[src/rtl/alu_fu_if.sv]
// Issue / CDB handshake bundle for the integer ALU functional unit.
// The slave side is the ALU; the master side is the RS + CDB arbiter.
interface alu_fu_if #(
    parameter int WIDTH = 32,
    parameter int ROB_W = 4
);
    logic             flush;
    logic             valid_in;
    logic             ready;
    logic [3:0]       op;
    logic [2:0]       branch_type;
    logic [ROB_W-1:0] rs_rob_entry;
    logic [WIDTH-1:0] rs1;
    logic [WIDTH-1:0] rs2;
    logic             valid_out;
    logic             yumi_in;
    logic [ROB_W-1:0] out_rob;
    logic [WIDTH-1:0] out_result;
    logic             out_branch_taken;
    logic             out_from_memory;

    modport slave (
        input  flush, valid_in, op, branch_type, rs_rob_entry,
        input  rs1, rs2, yumi_in,
        output ready, valid_out, out_rob, out_result,
        output out_branch_taken, out_from_memory
    );

    modport master (
        output flush, valid_in, op, branch_type, rs_rob_entry,
        output rs1, rs2, yumi_in,
        input  ready, valid_out, out_rob, out_result,
        input  out_branch_taken, out_from_memory
    );
endinterface

[src/rtl/alu_fu.sv]
// Pipelined integer ALU functional unit: evaluates at issue, carries the
// tagged result through STAGES stallable stages to a valid/yumi CDB port.
module alu_fu #(
    parameter int WIDTH  = 32,
    parameter int ROB_W  = 4,
    parameter int STAGES = 2
) (
    input logic   clk,
    input logic   reset,
    alu_fu_if.slave io
);
    localparam int SHW = $clog2(WIDTH);

    typedef struct packed {
        logic [ROB_W-1:0] rob;
        logic [WIDTH-1:0] res;
        logic             tkn;
    } stage_t;

    logic [WIDTH:0]     diff;
    logic [WIDTH-1:0]   d;
    logic               zero;
    logic               ovf;
    logic               lt_s;
    logic               lt_u;
    logic [SHW-1:0]     shamt;
    logic [WIDTH-1:0]   res;
    logic               tkn;
    logic               accept;

    logic [STAGES-1:0]  v_q;
    logic [STAGES-1:0]  v_d;
    logic [STAGES-1:0]  adv;
    stage_t             st_q [STAGES];
    stage_t             st_d [STAGES];

    // One subtractor serves SUB, SLT/SLTU and every branch condition.
    always_comb begin
        diff  = {1'b0, io.rs1} - {1'b0, io.rs2};
        d     = diff[WIDTH-1:0];
        zero  = (d == '0);
        ovf   = (io.rs1[WIDTH-1] ^ io.rs2[WIDTH-1]) &
                (d[WIDTH-1] ^ io.rs1[WIDTH-1]);
        lt_s  = d[WIDTH-1] ^ ovf;
        lt_u  = diff[WIDTH];
        shamt = io.rs2[SHW-1:0];
        res   = '0;
        case (io.op)
            4'd0:    res = io.rs1 + io.rs2;
            4'd1:    res = d;
            4'd2:    res = io.rs1 & io.rs2;
            4'd3:    res = io.rs1 | io.rs2;
            4'd4:    res = io.rs1 ^ io.rs2;
            4'd5:    res = {{(WIDTH-1){1'b0}}, lt_s};
            4'd6:    res = {{(WIDTH-1){1'b0}}, lt_u};
            4'd7:    res = io.rs1 << shamt;
            4'd8:    res = io.rs1 >> shamt;
            4'd9:    res = $signed(io.rs1) >>> shamt;
            default: res = '0;
        endcase
        tkn = 1'b0;
        case (io.branch_type)
            3'd1:    tkn = zero;
            3'd2:    tkn = ~zero;
            3'd3:    tkn = lt_s;
            3'd4:    tkn = ~lt_s;
            3'd5:    tkn = lt_u;
            3'd6:    tkn = ~lt_u;
            default: tkn = 1'b0;
        endcase
    end

    // A stage may move when it is empty or everything below it moves.
    always_comb begin
        adv[STAGES-1] = ~v_q[STAGES-1] | io.yumi_in;
        for (int i = STAGES - 2; i >= 0; i--) begin
            adv[i] = ~v_q[i] | adv[i+1];
        end
    end

    assign io.ready = ~io.flush & adv[0];
    assign accept   = io.valid_in & io.ready;

    always_comb begin
        v_d  = v_q;
        st_d = st_q;
        if (adv[0]) begin
            v_d[0] = accept;
            if (accept) begin
                st_d[0].rob = io.rs_rob_entry;
                st_d[0].res = res;
                st_d[0].tkn = tkn;
            end
        end
        for (int i = 1; i < STAGES; i++) begin
            if (adv[i]) begin
                v_d[i] = v_q[i-1];
                if (v_q[i-1]) begin
                    st_d[i] = st_q[i-1];
                end
            end
        end
        if (io.flush) begin
            v_d = '0;
        end
    end

    always_ff @(posedge clk or posedge reset) begin
        if (reset) begin
            v_q <= '0;
            for (int i = 0; i < STAGES; i++) begin
                st_q[i] <= '0;
            end
        end else begin
            v_q  <= v_d;
            st_q <= st_d;
        end
    end

    assign io.valid_out        = v_q[STAGES-1];
    assign io.out_rob          = st_q[STAGES-1].rob;
    assign io.out_result       = st_q[STAGES-1].res;
    assign io.out_branch_taken = st_q[STAGES-1].tkn;
    assign io.out_from_memory  = 1'b0;
endmodule

[src/flat_wrapper.sv]
// flat-port wrapper written by rule: the top's interface ports become plain ports
module alu_fu_flat 
#(
    parameter int WIDTH  = 32,
    parameter int ROB_W  = 4,
    parameter int STAGES = 2
)
  (clk, reset, io_flush, io_valid_in, io_op, io_branch_type, io_rs_rob_entry, io_rs1, io_rs2, io_yumi_in, io_ready, io_valid_out, io_out_rob, io_out_result, io_out_branch_taken, io_out_from_memory);
  alu_fu_if #(.WIDTH(WIDTH), .ROB_W(ROB_W)) io_i ();
  input logic clk;
  input logic reset;
  input wire logic [$bits(io_i.flush)-1:0] io_flush;
  input wire logic [$bits(io_i.valid_in)-1:0] io_valid_in;
  input wire logic [$bits(io_i.op)-1:0] io_op;
  input wire logic [$bits(io_i.branch_type)-1:0] io_branch_type;
  input wire logic [$bits(io_i.rs_rob_entry)-1:0] io_rs_rob_entry;
  input wire logic [$bits(io_i.rs1)-1:0] io_rs1;
  input wire logic [$bits(io_i.rs2)-1:0] io_rs2;
  input wire logic [$bits(io_i.yumi_in)-1:0] io_yumi_in;
  output wire logic [$bits(io_i.ready)-1:0] io_ready;
  output wire logic [$bits(io_i.valid_out)-1:0] io_valid_out;
  output wire logic [$bits(io_i.out_rob)-1:0] io_out_rob;
  output wire logic [$bits(io_i.out_result)-1:0] io_out_result;
  output wire logic [$bits(io_i.out_branch_taken)-1:0] io_out_branch_taken;
  output wire logic [$bits(io_i.out_from_memory)-1:0] io_out_from_memory;
  assign io_i.flush = io_flush;
  assign io_i.valid_in = io_valid_in;
  assign io_i.op = io_op;
  assign io_i.branch_type = io_branch_type;
  assign io_i.rs_rob_entry = io_rs_rob_entry;
  assign io_i.rs1 = io_rs1;
  assign io_i.rs2 = io_rs2;
  assign io_i.yumi_in = io_yumi_in;
  assign io_ready = io_i.ready;
  assign io_valid_out = io_i.valid_out;
  assign io_out_rob = io_i.out_rob;
  assign io_out_result = io_i.out_result;
  assign io_out_branch_taken = io_i.out_branch_taken;
  assign io_out_from_memory = io_i.out_from_memory;
  alu_fu #(.WIDTH(WIDTH), .ROB_W(ROB_W), .STAGES(STAGES)) u_core (.clk(clk), .reset(reset), .io(io_i));
endmodule
[config.mk]
export PLATFORM = sky130hd
export DESIGN_NAME = alu_fu_flat
export DESIGN_NICKNAME = d
export VERILOG_FILES = /design/src/rtl/alu_fu_if.sv /design/src/rtl/alu_fu.sv /design/src/flat_wrapper.sv
export SDC_FILE = /design/constraint.sdc
export NUM_CORES = 1
export LEC_CHECK = 0
export CORE_MARGIN = 2
export CORE_UTILIZATION = 45
export DETAILED_ROUTE_END_ITERATION = 10
export PLACE_DENSITY = 0.65
export SKIP_CTS_REPAIR_TIMING = 1
export SLEW_MARGIN = 20
export SYNTH_ARGS = -nofsm -noshare
export SYNTH_HDL_FRONTEND = slang
export SYNTH_SLANG_ARGS = --single-unit
[constraint.sdc]
create_clock -name clk -period 3.5 [get_ports clk]
set_input_delay 1.05 -clock clk [delete_from_list [all_inputs] [get_ports clk]]
set_output_delay 1.05 -clock clk [all_outputs]
set_load 0.1 [all_outputs]
# After elaboration in Yosys (flattened, before gate mapping)
# Index checks and enable logic that the tools add are counted.
[word_totals]
regBits = 76
out_inout_bits = 40
wordCells = 56
in_bits = 80
[classes]
n_eq_ne = 15
n_mux = 5
shifts = 3
add_sub_neg = 2
reduce_logical = 6
bitwise_logic = 17
[ops]
columns = ["operator", "n"]
rows = [
  ["one-hot mux 32 bit (10 select lines)", 1],
  ["subtractor 32 x 32 -> 33 bit", 1],
  ["adder 32 bit", 1],
  ["bitwise AND 32 bit", 1],
  ["logical NOT 32 bit", 1],
  ["bitwise OR 32 bit", 1],
  ["<< shifter 32 x 5 -> 32 bit", 1],
  [">> shifter 32 x 5 -> 32 bit", 1],
  [">>> shifter 32 x 5 -> 32 bit", 1],
  ["XOR 32 bit", 1],
  ["equality test 4 x 3 -> 1 bit (second input constant)", 4],
  ["equality test 3 bit (second input constant)", 3],
  ["equality test 4 x 2 -> 1 bit (second input constant)", 2],
  ["equality test 4 bit (second input constant)", 2],
  ["equality test 3 x 2 -> 1 bit (second input constant)", 2],
  ["inverter 1 bit", 6],
  ["one-hot mux 1 bit (6 select lines)", 1],
  ["equality test 4 x 1 -> 1 bit (second input constant)", 1],
  ["logical NOT 4 bit", 1],
  ["AND reduction 2 bit", 2],
  ["nonzero test 2 bit", 2],
  ["bitwise AND 1 bit", 3],
  ["equality test 3 x 1 -> 1 bit (second input constant)", 1],
  ["XOR 1 bit", 3],
  ["3 further kinds", 5],
]

# Depth between registers and ports, before layout
# Gate-level depths: netlist (run 1).
[depth]
depth_word = 7
depth_mapped = 26
depth_no_buf = 22

# Worst setup path before layout (run 1)
# No wires, ideal clock.
[synth_path]
kind = "input to register"
from = "in io_rs2[2]"
to = "reg u_core.st_q[37] (netlist name)"
setup_slack_ns = -2.570
t_required_ns = 3.413
t_arrival_ns = 5.984
setup_ns = 0.087
cell_stages = 26
n_path_buf = 4
path_cell_list = "clkbuf_1 > inv_2 > buf_1 > clkbuf_1 > ha_1 > buf_2 > nand2b_1 > o311a_1 > o2111ai_1 > a211o_1 > nand2_1 > a21oi_1 > o31ai_1 > a21oi_1 > nor2_1 > nor2_1 > fa_1 > nand3b_1 > a221oi_1 > nand4b_1 > a2111oi_0 > nand4_1 > nor4_1 > nand4_1 > o21a_1 > a211oi_2"
[synth_via]
elab_chain_len = 6
elab_cells_between_ends = 9
cone_classes = "add/sub: 1; mux: 1; bitwise: 6; reduce/logical: 1"
[synth_lines]
columns = ["item", "line", "text"]
rows = [
  ["start, declared", "flat_wrapper.sv:18", "input wire logic [$bits(io_i.rs2)-1:0] io_rs2;"],
  ["subtractor 32 x 32 -> 33 bit (*)", "alu_fu.sv:39", "diff = {1'b0, io.rs1} - {1'b0, io.rs2};"],
  ["XOR 1 bit", "alu_fu.sv:43", "(d[WIDTH-1] ^ io.rs1[WIDTH-1]);"],
  ["bitwise AND 1 bit", "alu_fu.sv:42", "ovf = (io.rs1[WIDTH-1] ^ io.rs2[WIDTH-1]) &"],
  ["XOR 1 bit", "alu_fu.sv:44", "lt_s = d[WIDTH-1] ^ ovf;"],
  ["inverter 1 bit", "alu_fu.sv:66", "3'd4: tkn = ~lt_s;"],
  ["one-hot mux 1 bit (6 select lines) (*)", "alu_fu.sv:62", "case (io.branch_type)"],
  ["end signal, assigned", "alu_fu.sv:116", "st_q <= st_d;"],
  ["end, declared", "alu_fu.sv:34", "stage_t st_q [STAGES];"],
]
# Mark *: on every way between the ends. The rest lies on a longest branch, timed or not.
# A chain may end at the register's enable or synchronous reset.

# Worst setup path in the final report (run 1)
[layout_path]
from = "in io_rs1[7]"
to = "reg u_core.st_q[37] (netlist name)"
[layout_via]
elab_chain_len = 6
elab_cells_between_ends = 9
cone_classes = "add/sub: 1; mux: 1; bitwise: 6; reduce/logical: 1"
[layout_lines]
columns = ["item", "line", "text"]
rows = [
  ["start, declared", "flat_wrapper.sv:17", "input wire logic [$bits(io_i.rs1)-1:0] io_rs1;"],
  ["subtractor 32 x 32 -> 33 bit (*)", "alu_fu.sv:39", ""],
  ["XOR 1 bit", "alu_fu.sv:43", ""],
  ["bitwise AND 1 bit", "alu_fu.sv:42", ""],
  ["XOR 1 bit", "alu_fu.sv:44", ""],
  ["inverter 1 bit", "alu_fu.sv:66", ""],
  ["one-hot mux 1 bit (6 select lines) (*)", "alu_fu.sv:62", ""],
]
# Marks and branches as above.

==> results of run 1 <==
## metal layers
layer	wire, µm	GRT usage, %	part of all wire (%)	vias up
li1	-	-	-	6926
met5	0	0	0	-
met2	26900	61.2	43	1068
met3	6330	4.56	10	214
met1	24100	53.4	38	7509
met4	5450	25.6	8.7	0
## cell usage after synthesis, types with 5 or more instances
master and instances:
a211oi_1 18, nand2b_1 23, mux4_2 43, o21ai_0 116, a21o_1 16, mux2i_1 47
nand4_1 11, nor2_1 143, a221o_1 7, a211o_1 8, a2111oi_0 5, nand3_1 30
xnor2_1 26, o22ai_1 16, a22oi_1 24, a311oi_1 5, mux2_2 53, nor2b_1 14
o21a_1 9, buf_1 8, nor3_1 33, o21bai_1 13, a31oi_1 20, buf_2 27
o31ai_1 17, and2_1 6, nand2_1 111, o221ai_1 8, a21oi_1 120, inv_1 97
nor4_1 16, inv_2 6, a221oi_1 19, buf_4 42, o2111ai_1 9, ha_1 97
o311ai_0 5, o211ai_1 23, or3_1 15, dfrtp_1 76, a22o_1 13, clkbuf_1 67
## worst max-delay path: stages
cell and delay, ns:
buf_8 0.10, inv_4 0.05, ha_4 0.20, or3b_4 0.42
a31oi_4 0.15, and4b_1 0.24, a211o_4 0.38, nand2_4 0.09
a21oi_2 0.06, o31ai_2 0.19, a21oi_1 0.10, nor2_1 0.10
nor2_1 0.06, fa_1 0.54, nand3b_1 0.11, a221oi_2 0.17
nand4b_1 0.20, a2111oi_4 0.32, nand4_1 0.15, nor4_2 0.25
nand4_1 0.21, o21a_1 0.24, a211oi_2 0.20
## logic make-up (layout without fill, tap and decap cells)
| logic type | count (synthesis) | count (layout) | synth area share [%] |
|---|---|---|---|
| compound gates | 525 | 525 | 29.1 |
| simple gates | 428 | 428 | 16.6 |
| buf+inv | 248 | 839 | 9.25 |
| mux | 143 | 143 | 16.8 |
| fa+ha+maj | 100 | 100 | 10.5 |
| flops | 76 | 76 | 15.7 |
| xor+xnor | 28 | 28 | 2.08 |
| other cells | 1 | 1 | 0.0309 |
## metrics by stage
step                      total power [mW]  hold WS, ns  area [µm²]  std cells  worst slack [ns]
after floorplan                       3.14        0.446       12400       1549             -1.65
after global placement                4.43        0.460       17000       2388             -2.44
after detailed placement              4.46        0.470       17000       2388             -2.66
after CTS                             5.39        0.486       17300       2404             -2.34
after global routing                  6.20        0.512       19700       2481             -2.09
final                                 5.98        0.485       19700       2481             -1.83
## layout make-up
cell class | count | area share (%)
clock buffers | 10 | 1.16
clock inverters | 6 | 0.356
inverters | 104 | 2.18
multi-input cells | 1225 | 53.7
flip-flops and latches | 76 | 9.65
well taps | 341 | 2.17
repair buffers | 719 | 30.8
## sequential cells by signal, indices dropped and copies added, names as in the netlist
name,cells
u_core.v_q,2
u_core.io.out_rob,4
u_core.st_q,37
u_core.io.out_branch_taken,1
u_core.io.out_result,32
## final timing paths
path                            startpoint                        to  slack [ns]  cells after the start
max                              io_rs1[7]           u_core.st_q[37]       -1.83                     23
min                        u_core.st_q[38]           u_core.st_q[38]        0.49                      2
max reg2reg                  u_core.v_q[1]           u_core.st_q[61]        1.36                      9
min reg2reg                u_core.st_q[38]           u_core.st_q[38]        0.49                      2
max in group asynchronous            reset   u_core.io.out_result[6]        1.78                      3
min in group asynchronous            reset  u_core.io.out_result[12]        1.12                      2
## power groups by stage
stage	registers [mW]	clock network, mW	logic [mW]
final	1.09	0.915	3.97
after global routing	1.11	0.976	4.11
after CTS	1.09	0.925	3.37
after detailed placement	1.11	0	3.36
after global placement	1.10	0	3.33
after floorplan	1.10	0	2.04
==> flow_summary.json, run 1 <==
{
  "status": "complete, but fails checks",
  "violations": "setup timing",
  "clkTransAtPathRegs_ns": 0.06,
  "antenna_found_initial": 0,
  "cp.arrival_ns": 5.58,
  "layout_common_cells": "buf_4, nor2_1, nand2_1",
  "layout_commonest_cell": "buf_4",
  "first_iter_violations": 1997,
  "synth_async_sr_flop_share_pct": 100,
  "synth_flop_cell": "dfrtp_1",
  "p_sw_mw": 2.76,
  "power.density_mw_per_mm2": 303,
  "setup_ws_ns": -1.83,
  "drive_above_1_share_pct": 48.0,
  "die-area_mm2": 0.0283,
  "skew_ns": 0.00611,
  "max_cap_violations": 0,
  "cts_tree": "yes",
  "sequentialPowerShare_pct": 18.3,
  "routed_wl_mm": 62.7,
  "leakagePower_nw": 9.10,
  "vias_per_cell": 6.33,
  "fmax_mhz": 188,
  "vias": 15700,
  "yosysTopAreaCell": "dfrtp_1",
  "coreArea_mm2": 0.0267,
  "crit_path_end_kind": "flip-flop",
  "post-dp-hpwl_mm": 47.7,
  "num_antenna_cells": 0,
  "path_class": "in2reg",
  "synth_edf_count": 0,
  "max_slew_margin_pct": 52.9,
  "num-nets-final": 2315,
  "drt-pass1-iter-count": 6,
  "ys_types": 91,
  "grt_usage_pct": 39.9,
  "drtAntennaViolNets": 0,
  "critPathRequiredTime_ns": 3.75,
  "io_buffers": 118,
  "worstPathMaxFanout": 2,
  "ioPinCount": 120,
  "cp-start-kind": "primary input",
  "clock_sinks": 76,
  "gp_congestion": 1.04,
  "h-tree-depth": 3,
  "rsz0062_at_grt": "yes",
  "syn_nets": 1729,
  "cts-root-buf": "clkbuf_16",
  "num-fill-cells": 2021,
  "cts_buffer_depth": 2,
  "grt_pass1_vias": 14000,
  "final_hold_viol_count": 0,
  "vdd_ir_drop_max_uv": 234,
  "max_slew.worst_pin.slew_ns": 0.688,
  "syn_to_final_growth_pct": 62.3,
  "multi_input_area_mm2": 0.0106,
  "fin_tns_setup_ns": -5.98,
  "seqCellArea_mm2": 0.00190,
  "grt_pass1_wl_mm": 85.9,
  "wl_per_cell_um": 25.3,
  "ys_seq_elements": 76,
  "synth_top_area_share_pct": 15.7,
  "final_util_pct": 73.7,
  "netlist_area_mm2": 0.0121,
  "hold_class": "reg2reg",
  "die_h_um": 168,
  "post-route-min-period_ns": 5.33,
  "internal_power_mw": 3.22,
  "grt_max_degree": 65,
  "overflow": 0,
  "clock_latency_ns": 0.33,
  "ys_warn_count": 0,
  "setup_violations": 17,
  "cts_buffers": 9,
  "avgSynthCellArea_um2": 7.84,
  "yosys-top-cells-area": "dfrtp_1, ha_1, mux4_2, a21oi_1, mux2_2",
  "start_util_pct": 45.4,
  "drc_errors": 0,
  "synth-seq-area-share_pct": 15.7,
  "switching_share_pct": 46.2,
  "synthCells": 1549,
  "pwr-share-comb_pct": 66.4,
  "drv_slew": 0,
  "row_count": 60,
  "fp.dieW_um": 168,
  "power_frac_clock_pct": 15.3,
  "fin_crit_sh_pct": 152
}
No activity file was read; power rests on OpenSTA's default activity.
==> run 2: changes to the inputs <==
Settings changed: PLACE_DENSITY 0.65 to 0.69.
==> flow_summary.json, run 2 (synthesis gave the netlist of run 1 again) <==
{
  "fin_crit_sh_pct": 156,
  "clkTransAtPathRegs_ns": 0.06,
  "max_slew.worst_pin.slew_ns": 0.700,
  "largest_register": "u_core.st_q",
  "post-dp-hpwl_mm": 49.7,
  "hold_start": "u_core.st_q[59]",
  "h-tree-depth": 3,
  "grt_pass1_wl_mm": 89.6,
  "gp_congestion": 1.07,
  "cp-start-kind": "primary input",
  "drt-pass1-iter-count": 6,
  "die-area_mm2": 0.0283,
  "vdd_ir_drop_max_uv": 248,
  "setup_violations": 21,
  "row_count": 60,
  "critPathRequiredTime_ns": 3.75,
  "min_to": "u_core.st_q[59]",
  "setup_ws_ns": -1.96,
  "cp.arrival_ns": 5.71,
  "crit_slowest_cell": "fa_2",
  "antenna_found_initial": 1,
  "cts_tree": "yes",
  "start_util_pct": 45.4,
  "layout_common_cells": "buf_4, nor2_1, nand2_1",
  "r2r-end": "u_core.st_q[66]",
  "ioPinCount": 120,
  "power_mw": 5.92,
  "clock_sinks": 76,
  "final_hold_viol_count": 0,
  "leakagePower_nw": 9.04,
  "fin_cells": 2463,
  "post-route-min-period_ns": 5.46,
  "cts-root-buf": "clkbuf_16",
  "die_h_um": 168,
  "hold_class": "reg2reg",
  "violations": "setup timing",
  "rsz0062_at_grt": "yes",
  "seqCellArea_mm2": 0.00190,
  "largest_register_ffs": 37,
  "place_inst": 2397,
  "multi_input_area_mm2": 0.0106,
  "vias_per_cell": 6.39,
  "power.density_mw_per_mm2": 303,
  "status": "complete, but fails checks",
  "wl_per_cell_um": 26.5,
  "crit_path_end_kind": "flip-flop",
  "max_cap_violations": 0,
  "drv_slew": 0,
  "coreArea_mm2": 0.0267,
  "max_stage_delay_ns": 0.56,
  "num-fill-cells": 2010,
  "worstPathMaxFanout": 3,
  "max_slew_margin_pct": 52.1,
  "routed_wl_mm": 65.2,
  "first_iter_violations": 2179,
  "vias": 15700,
  "fp.dieW_um": 168,
  "skew_ns": 0.00831,
  "r2r_start": "u_core.v_q[1]",
  "cts_buffers": 9,
  "io_buffers": 118,
  "overflow": 0,
  "grt_pass1_vias": 14500,
  "reg2reg_depth": 9,
  "grt_usage_pct": 42.0,
  "cts_buffer_depth": 2,
  "layout_commonest_cell": "buf_4",
  "num-nets-final": 2296,
  "clock_latency_ns": 0.33,
  "path_class": "in2reg",
  "drtAntennaViolNets": 0,
  "grt_max_degree": 65,
  "hold_depth": 2,
  "drc_errors": 0,
  "drive_above_1_share_pct": 47.3,
  "syn_to_final_growth_pct": 61.0,
  "fmax_mhz": 183,
  "r2r_setup_slack_ns": 1.26
}
## run 2: changes by cell type in the layout (fill, tap and decap cells not counted), sizes merged
| cell | before | now |
|---|---|---|
| clkinv | 1 | 2 |
| clkbuf | 26 | 22 |
| diode | 0 | 1 |
| bufinv | 1 | 0 |
| clkinvlp | 4 | 3 |
| buf | 648 | 631 |
| dlymetal6s2s | 26 | 25 |
| clkdlybuf4s50 | 29 | 33 |
## run 2: routing by layer
metal	vias up	part of all wire (%)	global-route usage (%)
met3	254	9.6	5.29
li1	6874	-	-
met1	7498	38	54.1
met2	1123	44	67.9
met4	0	8.2	24.0
met5	-	0	0
## run 2: final cells by class
cell class                      count  area share, %
Antenna cell                        1         0.0128
Clock buffer                       11           1.19
Sequential cell                    76           9.73
Tap cell                          341           2.18
Inverter                          104           2.22
Clock inverter                      5          0.186
Timing Repair Buffer              700           30.3
Multi-Input combinational cell   1225           54.2
## run 2: per-stage QoR
stage	utilization [%]	worst slack [ns]	instance area (µm²)	hold WS [ns]	setup TNS, ns
CTS	65.0	-2.41	17400	0.488	-27.07
floorplan	-	-1.65	12400	0.446	-4.54
global route	73.1	-2.13	19500	0.518	-8.52
finish	73.1	-1.96	19500	0.482	-6.97
detailed placement	64.0	-2.73	17100	0.467	-38.15
global placement	64.0	-2.66	17100	0.457	-37.62
## run 2: report_power, final
group	switching, mW	internal [mW]
clock	0.352	0.481
sequential	0.0868	1.02
combinational	2.36	1.62
## run 2: worst max path at each step
stage                     slack, ns  cells after the start               to      start
after global routing          -2.13                     25  u_core.st_q[37]  io_rs1[7]
final                         -1.96                     25  u_core.st_q[37]  io_rs1[7]
after global placement        -2.66                     23  u_core.st_q[37]  io_rs1[6]
after floorplan               -1.65                     26  u_core.st_q[37]  io_rs2[2]
after CTS                     -2.41                     23  u_core.st_q[37]  io_rs1[6]
after detailed placement      -2.73                     23  u_core.st_q[37]  io_rs1[6]
## run 2: worst max-delay path, delay by kind of cell
kind	cells	cell delay (ns)
buffers and inverters	4	0.48
adder cells (fa/ha/maj)	2	0.76
AO/OA/AOI/OAI	8	1.70
AND/OR/NAND/NOR	11	1.72
